File: config.mk
export PLATFORM = sky130hd
export DESIGN_NAME = calc_controller
export DESIGN_NICKNAME = d
export VERILOG_FILES = /design/src/rtl/calc_pkg.sv /design/src/rtl/btn_conditioner.sv /design/src/rtl/calc_controller.sv
export SDC_FILE = /design/constraint.sdc
export NUM_CORES = 1
export LEC_CHECK = 0
export CORE_MARGIN = 5
export CORE_UTILIZATION = 40
export DETAILED_ROUTE_END_ITERATION = 8
export SLEW_MARGIN = 10
export SYNTH_ARGS = -nofsm -noshare
export SYNTH_HDL_FRONTEND = slang
export SYNTH_SLANG_ARGS = --single-unit
export TNS_END_PERCENT = 5
File: constraint.sdc
create_clock -name clk -period 3 [get_ports clk]
set_input_delay 0.6 -clock clk [delete_from_list [all_inputs] [get_ports clk]]
set_output_delay 0.6 -clock clk [all_outputs]
set_load 0.02 [all_outputs]
File: src/rtl/calc_pkg.sv
// Shared state encodings, digit limit and default timing constants for the calculator controller.
// Latency: n/a (package only).
// Backpressure: n/a.
package calc_pkg;

  typedef enum logic [1:0] {
    ENTRY_A = 2'b00,
    ENTRY_B = 2'b01,
    RESULT  = 2'b10
  } calc_state_t;

  localparam logic [3:0] MAX_DIGIT               = 4'd9;
  localparam int         SCAN_DIV_DEFAULT        = 50000;
  localparam int         DEBOUNCE_CYCLES_DEFAULT = 20000;
  // Wide enough for counts up to 2^20.
  localparam int         CNT_W                   = 21;

  function automatic logic [3:0] next_digit(input logic [3:0] d);
    return (d >= MAX_DIGIT) ? 4'd0 : d + 4'd1;
  endfunction

endpackage

File: src/rtl/btn_conditioner.sv
// Button conditioner: 2-flop sync, optional debounce (CALC_DEBOUNCE_EN), rising-edge one-shot.
// Latency: pulse acts on the 3rd edge after first sample (3+DEBOUNCE_CYCLES with debounce).
// Backpressure: none; one pulse per press, hold time irrelevant.
module btn_conditioner
  import calc_pkg::*;
#(
  parameter int DEBOUNCE_CYCLES = DEBOUNCE_CYCLES_DEFAULT
) (
  input  logic clk,
  input  logic reset,
  input  logic btn,
  output logic pulse
);

  if (DEBOUNCE_CYCLES < 1 || DEBOUNCE_CYCLES > (1 << 20)) begin : g_debounce_range
    $error("btn_conditioner: DEBOUNCE_CYCLES out of range");
  end

  logic sync1;
  logic sync2;
  logic filt;
  logic hist;

  // Reset-to-1 so a button held through reset looks already pressed.
  always_ff @(posedge clk or posedge reset) begin
    if (reset) begin
      sync1 <= 1'b1;
      sync2 <= 1'b1;
    end else begin
      sync1 <= btn;
      sync2 <= sync1;
    end
  end

`ifdef CALC_DEBOUNCE_EN
  localparam logic [CNT_W-1:0] DEB_LAST = CNT_W'(DEBOUNCE_CYCLES - 1);
  logic [CNT_W-1:0] deb_cnt;

  always_ff @(posedge clk or posedge reset) begin
    if (reset) begin
      filt    <= 1'b1;
      deb_cnt <= '0;
    end else if (sync2 == filt) begin
      deb_cnt <= '0;
    end else if (deb_cnt == DEB_LAST) begin
      filt    <= sync2;
      deb_cnt <= '0;
    end else begin
      deb_cnt <= deb_cnt + CNT_W'(1);
    end
  end
`else
  assign filt = sync2;
`endif

  always_ff @(posedge clk or posedge reset) begin
    if (reset) begin
      hist <= 1'b1;
    end else begin
      hist <= filt;
    end
  end

  assign pulse = filt & ~hist;

endmodule

File: src/rtl/calc_controller.sv
// Calculator entry sequencer: operand entry A/B, result display, add/sub mode and digit scan.
// Latency: registered outputs update on the 3rd edge after a button is first sampled high.
// Backpressure: none; coincident pulses resolved enter > op > inc, losers discarded.
module calc_controller
  import calc_pkg::*;
#(
  parameter int SCAN_DIV        = SCAN_DIV_DEFAULT,
  parameter int DEBOUNCE_CYCLES = DEBOUNCE_CYCLES_DEFAULT
) (
  input  logic       clk,
  input  logic       reset,
  input  logic       btn_inc,
  input  logic       btn_enter,
  input  logic       btn_op,
  output logic [3:0] operand_a,
  output logic [3:0] operand_b,
  output logic       mode_select,
  output logic       equals_sel,
  output logic       digit_sel,
  output logic [1:0] state
);

  localparam logic [CNT_W-1:0] SCAN_LAST = CNT_W'(SCAN_DIV - 1);

  logic inc_p;
  logic enter_p;
  logic op_p;
  calc_state_t      cur_state;
  logic [CNT_W-1:0] scan_cnt;

  btn_conditioner #(.DEBOUNCE_CYCLES(DEBOUNCE_CYCLES)) u_cond_inc (
    .clk   (clk),
    .reset (reset),
    .btn   (btn_inc),
    .pulse (inc_p)
  );

  btn_conditioner #(.DEBOUNCE_CYCLES(DEBOUNCE_CYCLES)) u_cond_enter (
    .clk   (clk),
    .reset (reset),
    .btn   (btn_enter),
    .pulse (enter_p)
  );

  btn_conditioner #(.DEBOUNCE_CYCLES(DEBOUNCE_CYCLES)) u_cond_op (
    .clk   (clk),
    .reset (reset),
    .btn   (btn_op),
    .pulse (op_p)
  );

  always_ff @(posedge clk or posedge reset) begin
    if (reset) begin
      cur_state   <= ENTRY_A;
      operand_a   <= 4'd0;
      operand_b   <= 4'd0;
      mode_select <= 1'b0;
      equals_sel  <= 1'b0;
    end else begin
      case (cur_state)
        ENTRY_A: begin
          if (enter_p) begin
            cur_state  <= ENTRY_B;
            equals_sel <= 1'b0;
          end else if (op_p) begin
            mode_select <= ~mode_select;
          end else if (inc_p) begin
            operand_a <= next_digit(operand_a);
          end
        end
        ENTRY_B: begin
          if (enter_p) begin
            cur_state  <= RESULT;
            equals_sel <= 1'b1;
          end else if (op_p) begin
            mode_select <= ~mode_select;
          end else if (inc_p) begin
            operand_b <= next_digit(operand_b);
          end
        end
        RESULT: begin
          if (enter_p) begin
            cur_state  <= ENTRY_A;
            equals_sel <= 1'b0;
            operand_a  <= 4'd0;
            operand_b  <= 4'd0;
          end else if (op_p) begin
            mode_select <= ~mode_select;
          end
        end
        // Illegal encoding: fall back to operand entry, keep operands and mode.
        default: begin
          cur_state  <= ENTRY_A;
          equals_sel <= 1'b0;
        end
      endcase
    end
  end

  assign state = cur_state;

  // Free-running display scan, independent of the sequencer.
  always_ff @(posedge clk or posedge reset) begin
    if (reset) begin
      scan_cnt  <= '0;
      digit_sel <= 1'b0;
    end else if (scan_cnt == SCAN_LAST) begin
      scan_cnt  <= '0;
      digit_sel <= ~digit_sel;
    end else begin
      scan_cnt <= scan_cnt + CNT_W'(1);
    end
  end

endmodule
==> flow_metrics.tcl, run 1 <==
set metrics [dict create \
    p_switching_uw 477 \
    swShare_pct 32.2 \
    numCtsBuffers 5 \
    grt_pass1_wl_um 5840 \
    grt_pass1_vias 1309 \
    syn_nets 189 \
    critical-path-max-stage-delay_ps 660 \
    layout_commonest_cell "dfrtp_1" \
    pwr-share-comb_pct 26.8 \
    nets 210 \
    htreeDepth 2 \
    route.detailed.drc 0 \
    clk_latency_ps 290 \
    insertedDiodeCount 0 \
    initial_core_util_pct 41.7 \
    area_growth_pct 16.1 \
    peakVddDrop_v 0.000289 \
    syn-cell-area_um2 1980 \
    num_vias 1347 \
    drive_gt1_share_pct 11.6 \
    worst-path-max-fanout 9 \
    rsz0062_at_grt "false" \
    critPathBufInv 1 \
    ctsHoldBuffers 0 \
    slew_headroom_pct 56.7 \
    cap_violations 0 \
    ys_types 39 \
    ctsResizeCount 0 \
    fp.dieH_um 80.4 \
    yosysWarnings 0 \
    routed_wl_um 3360 \
    cts.sink_count 43 \
    synth-seq-cells 43 \
    dp_cells 258 \
    first_pass_iters 4 \
    setup_violations 0 \
    clk_pin_slew_ps 80 \
    tightest_slew_ps 644 \
    cts_tree "built" \
    avgRoutedWirePerCell_um 12.6 \
    p_per_area_nw_per_um2 644 \
    grt_antenna_before_repair 0 \
    cts_root_buffer "clkbuf_8" \
    p_leak_uw 0.000946 \
    portBuffers 17 \
    syn_area_per_cell_um2 11.2 \
    grt_max_degree 44 \
    postCtsSetupRepairBufs 0 \
    layout_common_cells "34 x dfrtp_1, 17 x xnor2_1, 17 x clkdlybuf4s50_1, 14 x nor2_1, 11 x inv_1" \
    slew_violations 0 \
    avgViaCountPerCell 5.06 \
    ys.flop_type "dfrtp_1" \
    synth_edf_count 0 \
    grt_usage_pct 11.8 \
    finalHoldViolCount 0 \
    pin_count 18 \
    crit_type "flop to output pin" \
    fin_cells 266 \
    async_reset_ff_share_pct 100 \
    skew_ps 2.75 \
    fin_crit_ps 2070 \
    grt_overflow_total 0 \
    fin_crit_sh_pct 68.9 \
    yosysSeqAreaShare_pct 54.9 \
    ant_nets 0 \
    hold_slack_ps 358 \
    gp_congestion 0.776 \
    path_cells "clkdlybuf4s50_1" \
    dp_hpwl_um 2360 \
    status "complete, no violations" \
    clockBufferDepth 2 \
    drt-initial-drc-count 97 \
    tns_ps 0 \
    startpoint_type "flop" \
    chipWidth_um 80.4 \
    seqPwrFrac_pct 48.9 \
    crit_arrival_ps 1470 \
    p_int_uw 1000 \
    required_ps 2400 \
    clkPwrFrac_pct 24.4 \
    end_kind "output pin" \
    crit_slowest_cell "clkdlybuf4s50_1" \
    fmax_ghz 0.484 \
    rows 25 \
    crit_family "buffers and inverters" \
    die_area_um2 6460 \
    coreArea_um2 4750 \
    fill_cells 449 \
    synthCells 177 \
    hold_path_class "flop to flop" \
]
[cell families after synthesis]
logic type / count (synthesis) / share of synthesized area (%)
DFF: 43 / 54.9
xor gates and xnor gates: 22 / 9.73
and+or+nand+nor: 71 / 20.8
adders and majority gates: 7 / 4.42
buffers and inverters: 15 / 3.66
AOI/OAI and AO/OA: 18 / 5.87
muxes: 1 / 0.569
[power groups by stage]
stage / clock [uW] / sequential [uW] / combinational, uW
2_1_floorplan: 0 / 780 / 200
3_3_place_gp: 0 / 730 / 391
3_5_place_dp: 0 / 736 / 402
4_1_cts: 377 / 726 / 403
5_1_grt: 400 / 739 / 432
6_report: 360 / 723 / 396
[flip-flops by register name, summed over array words and instances, names as in the netlist]
register	count
u_cond_inc.filt	1
u_cond_inc.hist	1
operand_b	4
u_cond_enter.sync1	1
u_cond_op.sync1	1
u_cond_op.filt	1
u_cond_op.hist	1
mode_select	1
digit_sel	1
state	2
u_cond_enter.hist	1
equals_sel	1
u_cond_enter.filt	1
operand_a	4
scan_cnt	21
u_cond_inc.sync1	1
[final cells by class]
cell class              instances  area (um2)  area share [%]
flip-flops and latches         43        1090            47.3
multi-input cells             119         821            35.7
repair buffers                 18         178            7.73
well taps                      67        83.8            3.65
clock buffers                   5        68.8            2.99
inverters                      11        41.3            1.80
clock inverters                 3        20.0           0.871
[layer usage]
metal  track usage (%)  routed length [um]  up-vias
li1                  -                   -      653
met1              15.4                1580      649
met2              17.5                1540       35
met3              3.36                 160       10
met4              6.42                  82        0
met5                 0                   0        -
[metrics by stage]
step | total power, uW | worst slack (ps) | cell area [um2] | util [%]
after floorplan | 980 | 1170 | 1980 | -
after CTS | 1510 | 906 | 2300 | 48.4
final | 1480 | 932 | 2300 | 48.4
after detailed placement | 1140 | 1110 | 2210 | 46.5
after global routing | 1570 | 863 | 2300 | 48.4
after global placement | 1120 | 1230 | 2210 | 46.5
[Yosys cell counts, types with 2 or more instances]
| cell type | number | area share, % |
|---|---|---|
| nand2_1 | 10 | 1.9 |
| nor2b_1 | 4 | 1.3 |
| xor2_1 | 5 | 2.2 |
| dfrtp_1 | 34 | 43 |
| buf_6 | 2 | 1.1 |
| nor3_1 | 4 | 1.0 |
| nor4_1 | 6 | 1.9 |
| xnor2_1 | 17 | 7.5 |
| dfstp_2 | 9 | 12 |
| nand3_1 | 10 | 2.5 |
| o22ai_1 | 2 | 0.63 |
| a21oi_1 | 5 | 1.3 |
| and4_1 | 3 | 1.3 |
| inv_1 | 11 | 2.1 |
| o21ai_0 | 3 | 0.76 |
| ha_1 | 7 | 4.4 |
| nor2_1 | 14 | 2.7 |
| nand4_1 | 8 | 2.5 |
| nand2b_1 | 3 | 0.95 |
[worst paths after layout]
check / cells past startpoint / end / from / slack (ps)
setup / recovery: 1 / state[0] / state[0] / 930
hold / removal: 0 / u_cond_op.filt / u_cond_op.sync1 / 360
setup reg to reg: 5 / digit_sel / scan_cnt[0] / 1160
hold reg to reg: 0 / u_cond_op.filt / u_cond_op.sync1 / 360
max in group asynchronous: 3 / u_cond_inc.hist / reset / 1900
min in group asynchronous: 3 / operand_b[1] / reset / 720
(Power assumes the default switching activity.)
==> run 2, diff against run 1 <==
==> constraint.sdc (replaced) <==
create_clock -name clk -period 1.9 [get_ports clk]
set_input_delay 0.38 -clock clk [delete_from_list [all_inputs] [get_ports clk]]
set_output_delay 0.38 -clock clk [all_outputs]
set_load 0.02 [all_outputs]
==> flow_metrics.tcl, run 2 (same netlist as run 1, synthesis figures left out) <==
set metrics [dict create \
    status "complete, no violations" \
    ant_nets 0 \
    p_per_area_nw_per_um2 1010 \
    pin_count 18 \
    hold_slack_ps 360 \
    die_area_um2 6460 \
    clockBufferDepth 2 \
    use_met1_pct 15.5 \
    rows 25 \
    dp_hpwl_um 2460 \
    setup_violations 0 \
    portBuffers 17 \
    nets 215 \
    chipWidth_um 80.4 \
    cap_violations 0 \
    largest_reg_flops 21 \
    gp_congestion 0.871 \
    insertedDiodeCount 0 \
    peakVddDrop_v 0.000491 \
    fill_cells 422 \
    grt_overflow_total 0 \
    crit_arrival_ps 1420 \
    critical-path-max-stage-delay_ps 610 \
    fin_crit_sh_pct 94.6 \
    fmax_ghz 0.557 \
    grt_pass1_wl_um 6150 \
    p_leak_uw 0.000980 \
    num_vias 1340 \
    dpl_cell_area_um2 2260 \
    fin_crit_ps 1800 \
    use_met3_pct 4.48 \
    avgRoutedWirePerCell_um 12.7 \
    tns_ps 0 \
    skew_ps 5.61 \
    grt_antenna_before_repair 0 \
    ctsHoldBuffers 0 \
    initial_core_util_pct 41.7 \
    clk_latency_ps 290 \
    layout_commonest_cell "dfrtp_1" \
    clk_pin_slew_ps 80 \
    register_area_um2 1090 \
    grt_util_met2_pct 19.6 \
    grt_pass1_vias 1354 \
    routed_wl_um 3430 \
    coreArea_um2 4750 \
    required_ps 1520 \
    hold_path_class "flop to flop" \
    tightest_slew_ps 668 \
    finalHoldViolCount 0 \
    rsz0062_at_grt "false" \
    path_cells "buf_4, clkdlybuf4s50_1" \
    route.detailed.drc 0 \
    slew_violations 0 \
    grt_usage_pct 12.4 \
    ctsResizeCount 0 \
    cts.sink_count 43 \
    multiInputGateArea_um2 825 \
    postCtsSetupRepairBufs 0 \
    first_pass_iters 4 \
    crit_type "flop to output pin" \
    htreeDepth 2 \
    end_kind "output pin" \
    numCtsBuffers 5 \
    fp.dieH_um 80.4 \
    grt_max_degree 44 \
    drt-initial-drc-count 58 \
    worst-path-max-fanout 8 \
    gr-max-usage-layer "met2" \
    cts_tree "built" \
    layout_common_cells "34 x dfrtp_1, 17 x xnor2_1, 17 x clkdlybuf4s50_1, 14 x nor2_1, 11 x inv_1" \
    slew_headroom_pct 55.0 \
    startpoint_type "flop" \
    drive_gt1_share_pct 13.2 \
    largest_register "scan_cnt" \
    area_growth_pct 18.4 \
    cts_root_buffer "clkbuf_8" \
    stdcell_area_um2 2350 \
    crit_slowest_cell "clkdlybuf4s50_1" \
    reg_top3 "scan_cnt: 21 flops, operand_a: 4 flops, operand_b: 4 flops" \
    avgViaCountPerCell 4.94 \
]
-- run 2: cell types whose count changed in the layout (fill, tap and decap cells not counted), sizes merged --
| cell | previous run | this run |
|---|---|---|
| buf | 1 | 6 |
| clkbuf | 5 | 7 |
| clkinvlp | 2 | 0 |
-- run 2: layer usage --
metal,routed length [um],part of all wire [%]
met1,1550,45
met4,44,1.3
met5,0,0
met3,139,4.1
met2,1690,49
-- run 2: worst paths after layout --
kind / start / endpoint / slack [ps] / depth (start not counted)
setup / recovery: state[0] / state[0] / 100 / 2
hold reg to reg: u_cond_inc.sync1 / u_cond_inc.filt / 360 / 0
hold / removal: u_cond_inc.sync1 / u_cond_inc.filt / 360 / 0
setup reg to reg: u_cond_enter.hist / operand_b[2] / 140 / 4
max in group asynchronous: reset / u_cond_op.sync1 / 1190 / 3
min in group asynchronous: reset / operand_b[2] / 440 / 3
-- run 2: area by class of cell --
class	instances	share of cell area, %
multi-input combinational	119	35.1
clock inverter	1	0.213
clock buffer	7	3.25
timing repair buffer	23	9.71
sequential	43	46.3
tap	67	3.57
inverter	11	1.76
-- run 2: power by group --
part | leakage [uW] | total [uW] | switching [uW] | internal [uW]
Sequential | 0.000544 | 1110 | 88.7 | 1020
Clock | 0.0000422 | 548 | 290 | 258
Combinational | 0.000394 | 708 | 375 | 332
Total | 0.000980 | 2370 | 754 | 1620
-- run 2: worst max-delay path: cells and delay by family (launching register included) --
kind | cells | cell delay, ps
buffers and inverters | 2 | 780
DFF | 1 | 350
-- run 2: per-stage QoR --
step | util, % | cells | total power, uW | worst slack, ps
floorplan | - | 177 | 1550 | 72.1
CTS | 49.3 | 271 | 2400 | 91.0
finish | 49.3 | 271 | 2370 | 103
global route | 49.3 | 271 | 2520 | 20.8
global placement | 47.6 | 263 | 1810 | 158
detailed placement | 47.6 | 263 | 1840 | 124
==> run 3, diff against run 2 <==
--- a/config.mk
+++ b/config.mk
@@ -6,8 +6,11 @@
 export NUM_CORES = 1
 export LEC_CHECK = 0
 export CORE_MARGIN = 5
-export CORE_UTILIZATION = 40
+export CORE_UTILIZATION = 51
 export DETAILED_ROUTE_END_ITERATION = 8
+export HOLD_SLACK_MARGIN = 0.1
+export PLACE_DENSITY = 0.75
+export SKIP_CTS_REPAIR_TIMING = 1
 export SLEW_MARGIN = 10
 export SYNTH_ARGS = -nofsm -noshare
 export SYNTH_HDL_FRONTEND = slang
==> flow_metrics.tcl, run 3 (same netlist as run 1, synthesis figures left out) <==
set metrics [dict create \
    gp_congestion 0.820 \
    clk_pin_slew_ps 80 \
    skew_ps 9.03 \
    fin_crit_ps 1790 \
    num_vias 1350 \
    critical-path-max-stage-delay_ps 610 \
    slew_headroom_pct 47.1 \
    worst-path-max-fanout 8 \
    crit_arrival_ps 1410 \
    path_cells "buf_4, clkdlybuf4s50_1" \
    p_leak_uw 0.000973 \
    initial_core_util_pct 53.3 \
    drt-initial-drc-count 78 \
    avgViaCountPerCell 5.38 \
    tns_ps 0 \
    critPathBufInv 2 \
    grt_pass1_vias 1395 \
    dp_hpwl_um 2480 \
    fin_cells 251 \
    coreArea_um2 3720 \
    setup_violations 0 \
    area_growth_pct 17.1 \
    p_per_area_nw_per_um2 1030 \
    htreeDepth 2 \
    crit_cells 2 \
    nets 214 \
    drive_gt1_share_pct 13.3 \
    cap_violations 0 \
    insertedDiodeCount 0 \
    rows 22 \
    grt_antenna_before_repair 0 \
    status "complete, no violations" \
    clk_latency_ps 300 \
    worst_hold_path.num_cells 0 \
    slew_violations 0 \
    hold_slack_ps 363 \
    pin_count 18 \
    cts.sink_count 43 \
    grt_max_degree 44 \
    avgRoutedWirePerCell_um 13.8 \
    tightest_slew_ps 786 \
    peakVddDrop_v 0.000721 \
    cts_root_buffer "clkbuf_8" \
    startpoint_type "flop" \
    rsz0062_at_grt "false" \
    portBuffers 17 \
    finalHoldViolCount 0 \
    hold_path_class "flop to flop" \
    crit_slowest_cell "clkdlybuf4s50_1" \
    crit_family "buffers and inverters" \
    largest_register "scan_cnt" \
    dp_cells 243 \
    fmax_ghz 0.558 \
    grt_pass1_wl_um 6240 \
    ant_nets 0 \
    grt_overflow_total 0 \
    required_ps 1520 \
    reg_top3 "scan_cnt: 21 flops, operand_a: 4 flops, operand_b: 4 flops" \
    route.detailed.drc 0 \
    numCtsBuffers 5 \
    first_pass_iters 4 \
    grt_usage_pct 15.6 \
    fp.dieH_um 72.3 \
    fin_crit_sh_pct 94.3 \
    cts_tree "built" \
    layout_common_cells "34 x dfrtp_1, 17 x xnor2_1, 17 x clkdlybuf4s50_1, 14 x nor2_1, 11 x inv_1" \
    clockBufferDepth 2 \
    rr_worst_depth 4 \
    crit_type "flop to output pin" \
    layout_commonest_cell "dfrtp_1" \
    routed_wl_um 3460 \
    largest_reg_flops 21 \
    end_kind "output pin" \
    chipWidth_um 72.3 \
    die_area_um2 5230 \
]
run 3: cell count changes in the layout (fill, tap and decap cells not counted), sizes merged:
cell,delta
clkbuf,-1
clkinvlp,+1
buf,-1
run 3: final cells by class:
type | instances | area [um2]
clock buffer | 6 | 72.6
timing repair buffer | 22 | 220
sequential | 43 | 1090
clock inverter | 2 | 12.5
fill | 308 | 1400
inverter | 11 | 41.3
multi-input combinational | 119 | 825
tap | 48 | 60.1
run 3: final timing paths:
| kind | startpoint | endpoint | slack (ps) |
|---|---|---|---|
| worst max register to register | u_cond_enter.hist | operand_b[2] | 110 |
| worst min-delay path | u_cond_op.filt | u_cond_op.hist | 360 |
| worst min register to register | u_cond_op.filt | u_cond_op.hist | 360 |
| max in group asynchronous | reset | u_cond_inc.hist | 1200 |
| worst max-delay path | state[0] | state[0] | 110 |
| min in group asynchronous | reset | operand_a[3] | 430 |
run 3: per-layer routing:
layer	part of all wire, %	wire, um	vias to the layer above	GRT usage [%]
met5	0	0	-	0
met4	2.2	76	0	7.93
met3	4.4	154	9	4.02
met2	48	1670	29	25.3
met1	45	1560	648	19.0
li1	-	-	664	-
run 3: report_power, final:
part,switching [uW],internal (uW)
Clock,299,257
Combinational,379,334
Sequential,86.3,1020
Total,765,1620
run 3: through the flow:
step                setup slack (ps)  instance area [um2]  utilization [%]  total power (uW)
floorplan                       72.1                 1980                -              1550
global placement                 165                 2230             60.0              1810
detailed placement              72.1                 2230             60.0              1840
CTS                             43.3                 2310             62.3              2410
global route                    22.5                 2320             62.4              2550
finish                           108                 2320             62.4              2380
